File: config.mk
export PLATFORM = sky130hd
export DESIGN_NAME = load_data_align
export DESIGN_NICKNAME = d
export VERILOG_FILES = /design/src/rtl/load_data_align.sv
export SDC_FILE = /design/constraint.sdc
export NUM_CORES = 1
export LEC_CHECK = 0
export CORE_AREA = 3 3 115 117
export DETAILED_ROUTE_END_ITERATION = 6
export DIE_AREA = 0 0 118 120
export DONT_BUFFER_PORTS = 1
export GPL_ROUTABILITY_DRIVEN = 0
export HOLD_SLACK_MARGIN = 0.05
export PLACE_DENSITY = 0.76
export SYNTH_ARGS = -nofsm -noshare
export SYNTH_HDL_FRONTEND = slang
export SYNTH_SLANG_ARGS = --single-unit
File: constraint.sdc
create_clock -name clk -period 4.4 [get_ports clk]
set_clock_uncertainty 0.15 [all_clocks]
set_input_delay 0.44 -clock clk [delete_from_list [all_inputs] [get_ports clk]]
set_output_delay 0.44 -clock clk [all_outputs]
set_load 0.02 [all_outputs]
File: src/rtl/load_data_align.sv
// Load data aligner: issues a word-aligned read and formats LB/LBU/LH/LHU/LW/LWL/LWR results for Rt.
// Latency: start sampled -> REQ; the edge after mem_rdy raises done with load_data (minimum 2 cycles).
// Backpressure: mem_rd_req is held until mem_rdy; start is ignored while busy. Optional: LOAD_ALIGN_TIMEOUT_EN.
module load_data_align #(
    parameter int TIMEOUT_CYCLES = 16
) (
    input  logic        clk,
    input  logic        reset,
    input  logic        start,
    input  logic [5:0]  op,
    input  logic [31:0] addr,
    input  logic [31:0] rt_in,
    output logic        mem_rd_req,
    output logic [31:0] mem_addr,
    input  logic        mem_rdy,
    input  logic [31:0] mem_rdata,
    output logic [31:0] load_data,
    output logic        done,
    output logic        addr_err,
    output logic        busy,
    output logic        timeout_err
);

    localparam logic [5:0] OP_LB  = 6'b100000;
    localparam logic [5:0] OP_LH  = 6'b100001;
    localparam logic [5:0] OP_LWL = 6'b100010;
    localparam logic [5:0] OP_LW  = 6'b100011;
    localparam logic [5:0] OP_LBU = 6'b100100;
    localparam logic [5:0] OP_LHU = 6'b100101;
    localparam logic [5:0] OP_LWR = 6'b100110;

    typedef enum logic [1:0] {
        ST_IDLE = 2'd0,
        ST_REQ  = 2'd1,
        ST_DONE = 2'd2,
        ST_ERR  = 2'd3
    } state_t;

    state_t      state_q, state_d;
    logic [5:0]  op_q, op_d;
    logic [31:0] addr_q, addr_d;
    logic [31:0] rt_q, rt_d;
    logic [31:0] data_q, data_d;
    logic [31:0] aligned;
    logic        valid_op;
    logic        misaligned;

    // Decode the incoming request: is it a load, and does its width fit the address
    always_comb begin
        valid_op   = 1'b0;
        misaligned = 1'b0;
        case (op)
            OP_LB, OP_LBU, OP_LWL, OP_LWR: valid_op = 1'b1;
            OP_LH, OP_LHU: begin
                valid_op   = 1'b1;
                misaligned = addr[0];
            end
            OP_LW: begin
                valid_op   = 1'b1;
                misaligned = (addr[1:0] != 2'b00);
            end
            default: ;
        endcase
    end

    // Big-endian extraction and Rt merge of the returned word
    always_comb begin
        logic [1:0]  k;
        logic [4:0]  shl;
        logic [4:0]  shr;
        logic [31:0] shifted;
        logic [7:0]  byte_v;
        logic [15:0] half_v;
        k       = addr_q[1:0];
        shl     = {k, 3'b000};          // 8*k
        shr     = {~k, 3'b000};         // 8*(3-k)
        shifted = mem_rdata >> shr;
        byte_v  = shifted[7:0];
        half_v  = k[1] ? mem_rdata[15:0] : mem_rdata[31:16];
        aligned = mem_rdata;
        case (op_q)
            OP_LB:  aligned = {{24{byte_v[7]}}, byte_v};
            OP_LBU: aligned = {24'h0, byte_v};
            OP_LH:  aligned = {{16{half_v[15]}}, half_v};
            OP_LHU: aligned = {16'h0, half_v};
            OP_LW:  aligned = mem_rdata;
            // k=0 gives an empty mask, so the whole word is taken
            OP_LWL: aligned = (mem_rdata << shl) | (rt_q & ((32'h1 << shl) - 32'h1));
            // k=3 gives a zero shift, so the whole word is taken
            OP_LWR: aligned = shifted | (rt_q & ~(32'hFFFF_FFFF >> shr));
            default: aligned = mem_rdata;
        endcase
    end

`ifdef LOAD_ALIGN_TIMEOUT_EN
    localparam int CNT_W = $clog2(TIMEOUT_CYCLES + 1);
    logic [CNT_W-1:0] cnt_q, cnt_d;
    logic             tout_q, tout_d;
`endif

    // Next-state, request latching and result capture
    always_comb begin
        state_d = state_q;
        op_d    = op_q;
        addr_d  = addr_q;
        rt_d    = rt_q;
        data_d  = data_q;
`ifdef LOAD_ALIGN_TIMEOUT_EN
        cnt_d   = cnt_q;
        tout_d  = 1'b0;
`endif
        case (state_q)
            ST_IDLE: begin
`ifdef LOAD_ALIGN_TIMEOUT_EN
                cnt_d = '0;
`endif
                if (start && valid_op) begin
                    op_d    = op;
                    addr_d  = addr;
                    rt_d    = rt_in;
                    state_d = misaligned ? ST_ERR : ST_REQ;
                end
            end
            ST_REQ: begin
                if (mem_rdy) begin
                    data_d  = aligned;
                    state_d = ST_DONE;
                end
`ifdef LOAD_ALIGN_TIMEOUT_EN
                // A ready in the terminal cycle still captures normally
                else if (cnt_q == CNT_W'(TIMEOUT_CYCLES - 1)) begin
                    tout_d  = 1'b1;
                    state_d = ST_IDLE;
                end else begin
                    cnt_d = cnt_q + 1'b1;
                end
`endif
            end
            ST_DONE: state_d = ST_IDLE;
            ST_ERR:  state_d = ST_IDLE;
            default: state_d = ST_IDLE;
        endcase
    end

    // State and datapath registers; reset drops any in-flight read
    always_ff @(posedge clk or posedge reset) begin
        if (reset) begin
            state_q <= ST_IDLE;
            op_q    <= '0;
            addr_q  <= '0;
            rt_q    <= '0;
            data_q  <= '0;
        end else begin
            state_q <= state_d;
            op_q    <= op_d;
            addr_q  <= addr_d;
            rt_q    <= rt_d;
            data_q  <= data_d;
        end
    end

`ifdef LOAD_ALIGN_TIMEOUT_EN
    // Wait counter and registered timeout pulse
    always_ff @(posedge clk or posedge reset) begin
        if (reset) begin
            cnt_q  <= '0;
            tout_q <= 1'b0;
        end else begin
            cnt_q  <= cnt_d;
            tout_q <= tout_d;
        end
    end

    assign timeout_err = tout_q;
`else
    logic unused_cfg;
    assign unused_cfg  = |TIMEOUT_CYCLES;
    assign timeout_err = 1'b0;
`endif

    assign mem_rd_req = (state_q == ST_REQ);
    assign mem_addr   = {addr_q[31:2], 2'b00};
    assign load_data  = data_q;
    assign done       = (state_q == ST_DONE);
    assign addr_err   = (state_q == ST_ERR);
    assign busy       = (state_q != ST_IDLE);

endmodule

==> flow_summary.yaml <==
grt:
  met3_usage_pct: 8.62
  grt_max_degree: 76
  top_usage_layer: "met2"
  grt_use_met2_pct: 37.6
  grt_pass1_wl_um: 24900
  grt_use_total_pct: 22.6
  grt_pass1_vias: 4507
  grt_antenna_before_repair: 0
  grt_overflow: 0
  grt_util_met1_pct: 26.4
sta:
  fin_tns_setup_ps: 0
  hold_violations: 0
  fin_crit_ps: 2740
  slew-limit-headroom_pct: 19.1
  final_max_slew_viol_count: 0
  setup_viol: 0
  min_period_over_period_pct: 62.2
  rsz0062_at_grt: "no"
  tightest_slew_ps: 1210
  max_freq_mhz: 365
routing:
  route.vias.total: 4495
  drtAntennaViolNets: 0
  drt_iter0_drc: 541
  post_drt_wl_per_cell_um: 22.8
  drtPass1Iterations: 7
  route.detailed.drc: 0
  vias_per_cell: 6.35
  routed_wl_um: 16100
critical_path:
  cpPeakStageDelay_ps: 990
  rrSetupSlack_ps: 1660
  cpLargestDelayFamily: "simple AND/OR/NAND/NOR gates"
  reg2reg_from: "op_q[0]"
  r2r_end: "load_data[9]"
  worstPathRequired_ps: 4510
  worst-setup-path-type: "register to register"
  cp_slowest_cell: "nor2_1"
  cp.arrival_ps: 2850
  critPathLaunchType: "register"
  worst_setup_path_end_kind: "register"
  rr_worst_depth: 4
  crit_buf_inv: 0
  crit_chain: "nand3b_1 > nor2_1 > a22oi_1 > a31oi_1"
  crit_start: "op_q[0]"
  cp_max_fo: 17
logic_synthesis:
  synthSimpleGateAreaFrac_pct: 10.3
  synth_ff_type: "dfrtp_1"
  yosysMostFrequentCell: "dfrtp_1"
  yosysSeqAreaShare_pct: 42.3
  synth_compound_area_share_pct: 15.9
  synthXorXnorAreaFrac_pct: 0
  synth_area_leaders: "dfrtp_1 42%, mux2_2 15%, mux2i_1 6.8%"
  ys_types: 44
  yosys.area.top_type_share_pct: 42.3
  synthMuxAreaShare_pct: 24.1
  netlist_instances: 585
  synth_top_family_by_area: "multiplexers"
  yosysWarnings: 0
  synthTopCellsByCount: "104 x dfrtp_1, 82 x mux2_2, 52 x nand2_1"
  synth_edf_count: 0
  synth_area_leader_cell: "dfrtp_1"
  syn_avg_cell_area_sq_um: 10.5
  async_reset_ff_share_pct: 100
  synth_fa_ha_area_share_pct: 0
  ys_ff_latch: 104
  syn_area_sq_um: 6150
power_and_ir_drop:
  power.switching_mw: 1.48
  p_int_mw: 2.23
  peakVddDrop_mv: 0.307
  pwr-share-seq_pct: 50.0
  clock_power_share_pct: 21.6
  powerDensity_nw_per_um2: 587
  total_power_mw: 3.71
  p_sw_share_pct: 39.9
  p_leak_nw: 2.63
  pwr-share-comb_pct: 28.4
cts:
  clock_latency_ps: 360
  cts-root-buf: "clkbuf_16"
  cts_tree: "built"
  cts_buffers: 9
  cts-resized-gates: 0
  path_clk_slew_ps: 70
  h-tree-depth: 3
  cts_sinks: 104
  cts.path.max_buffers: 2
layout:
  drive_gt1_share_pct: 26.7
  final_util_pct: 50.7
  nets: 637
  antenna_cells: 0
  design_area_sq_um: 6330
  syn_to_final_growth_pct: 2.91
place:
  dpl-instance-area_sq_um: 6000
  portBuffers: 0
  post-dp-hpwl_um: 11700
min_path:
  hold_start: "rt_in[18]"
  whs_path_depth: 1
  hold_end: "rt_q[18]"
  hp-class: "input port to register"
floorplan:
  rows: 41
  die-area_sq_um: 14200
  die-height_um: 120
  die_w_um: 118
  core-area_sq_um: 12500
  ios: 175
  start_util_pct: 49.3
flow_run:
  drv_cap: 0
outcome:
  status: "completed"
[layer usage]
layer,wire [um],share of wire (%)
met1,6040,37
met2,7890,49
met3,1690,10
met4,494,3.1
met5,0,0
[cell families after synthesis]
group	Yosys count
AOI/OAI and AO/OA	143
muxes	130
and+or+nand+nor	127
DFF	104
buffers and inverters	80
other	1
[flip-flops by register name (all words and copies together) (netlist names)]
| name | flops |
|---|---|
| load_data | 32 |
| op_q | 6 |
| rt_q | 32 |
| state_q | 2 |
| addr_q | 32 |
[final cells by class]
cell class	instances	area (sq um)
inverter	2	10.0
fill	1131	6140
clock inverter	4	35.0
timing repair buffer	11	87.6
multi-input combinational	403	3110
sequential	104	2610
clock buffer	12	267
tap	172	215
[power groups by stage]
stage | registers (mW) | logic, mW | clock network (mW)
detailed placement | 1.87 | 1.04 | 0
global route | 1.90 | 1.16 | 0.866
floorplan | 1.58 | 1.16 | 0
CTS | 1.86 | 1.05 | 0.828
global placement | 1.86 | 1.00 | 0
finish | 1.86 | 1.05 | 0.801
[metrics by stage]
step	setup WS (ps)	std cells	hold slack, ps
after global placement	1770	690	312
after CTS	1720	708	56.5
after floorplan	1080	587	289
after detailed placement	1750	690	316
final	1660	708	75.6
after global routing	1500	708	56.0
[placed cells by master, fill, tap and decap left out, drive strengths merged, types with 3 or more instances in the layout]
cell type / instances
dfrtp: 104
mux2: 82
nand2: 52
mux2i: 42
o21ai: 39
nor2: 25
a22oi: 22
a21oi: 20
or2: 15
clkbuf: 12
a32oi: 10
o2bb2ai: 10
a31oi: 10
nand2b: 9
buf: 9
o211ai: 7
a211oi: 7
a2bb2oi: 6
o221a: 6
mux4: 6
and2: 4
nor2b: 4
inv: 4
nand3b: 3
conb: 3
nor3b: 3
[how the worst max path moves through the flow]
stage                     to  slack (ps)  cells past startpoint
5_1_grt         load_data[9]        1500                      4
3_3_place_gp    load_data[1]        1770                      5
3_5_place_dp   load_data[25]        1750                      5
6_report        load_data[9]        1660                      4
4_1_cts        load_data[25]        1720                      5
2_1_floorplan      addr_q[0]        1080                      1
[what timing repair did]
item | 4_1_cts | 5_1_grt
endpoints found under the hold margin | 25 | 0
setup buffers | 0 | 0
hold buffers | 2 | 0
Power figures use the tool's default switching activity.
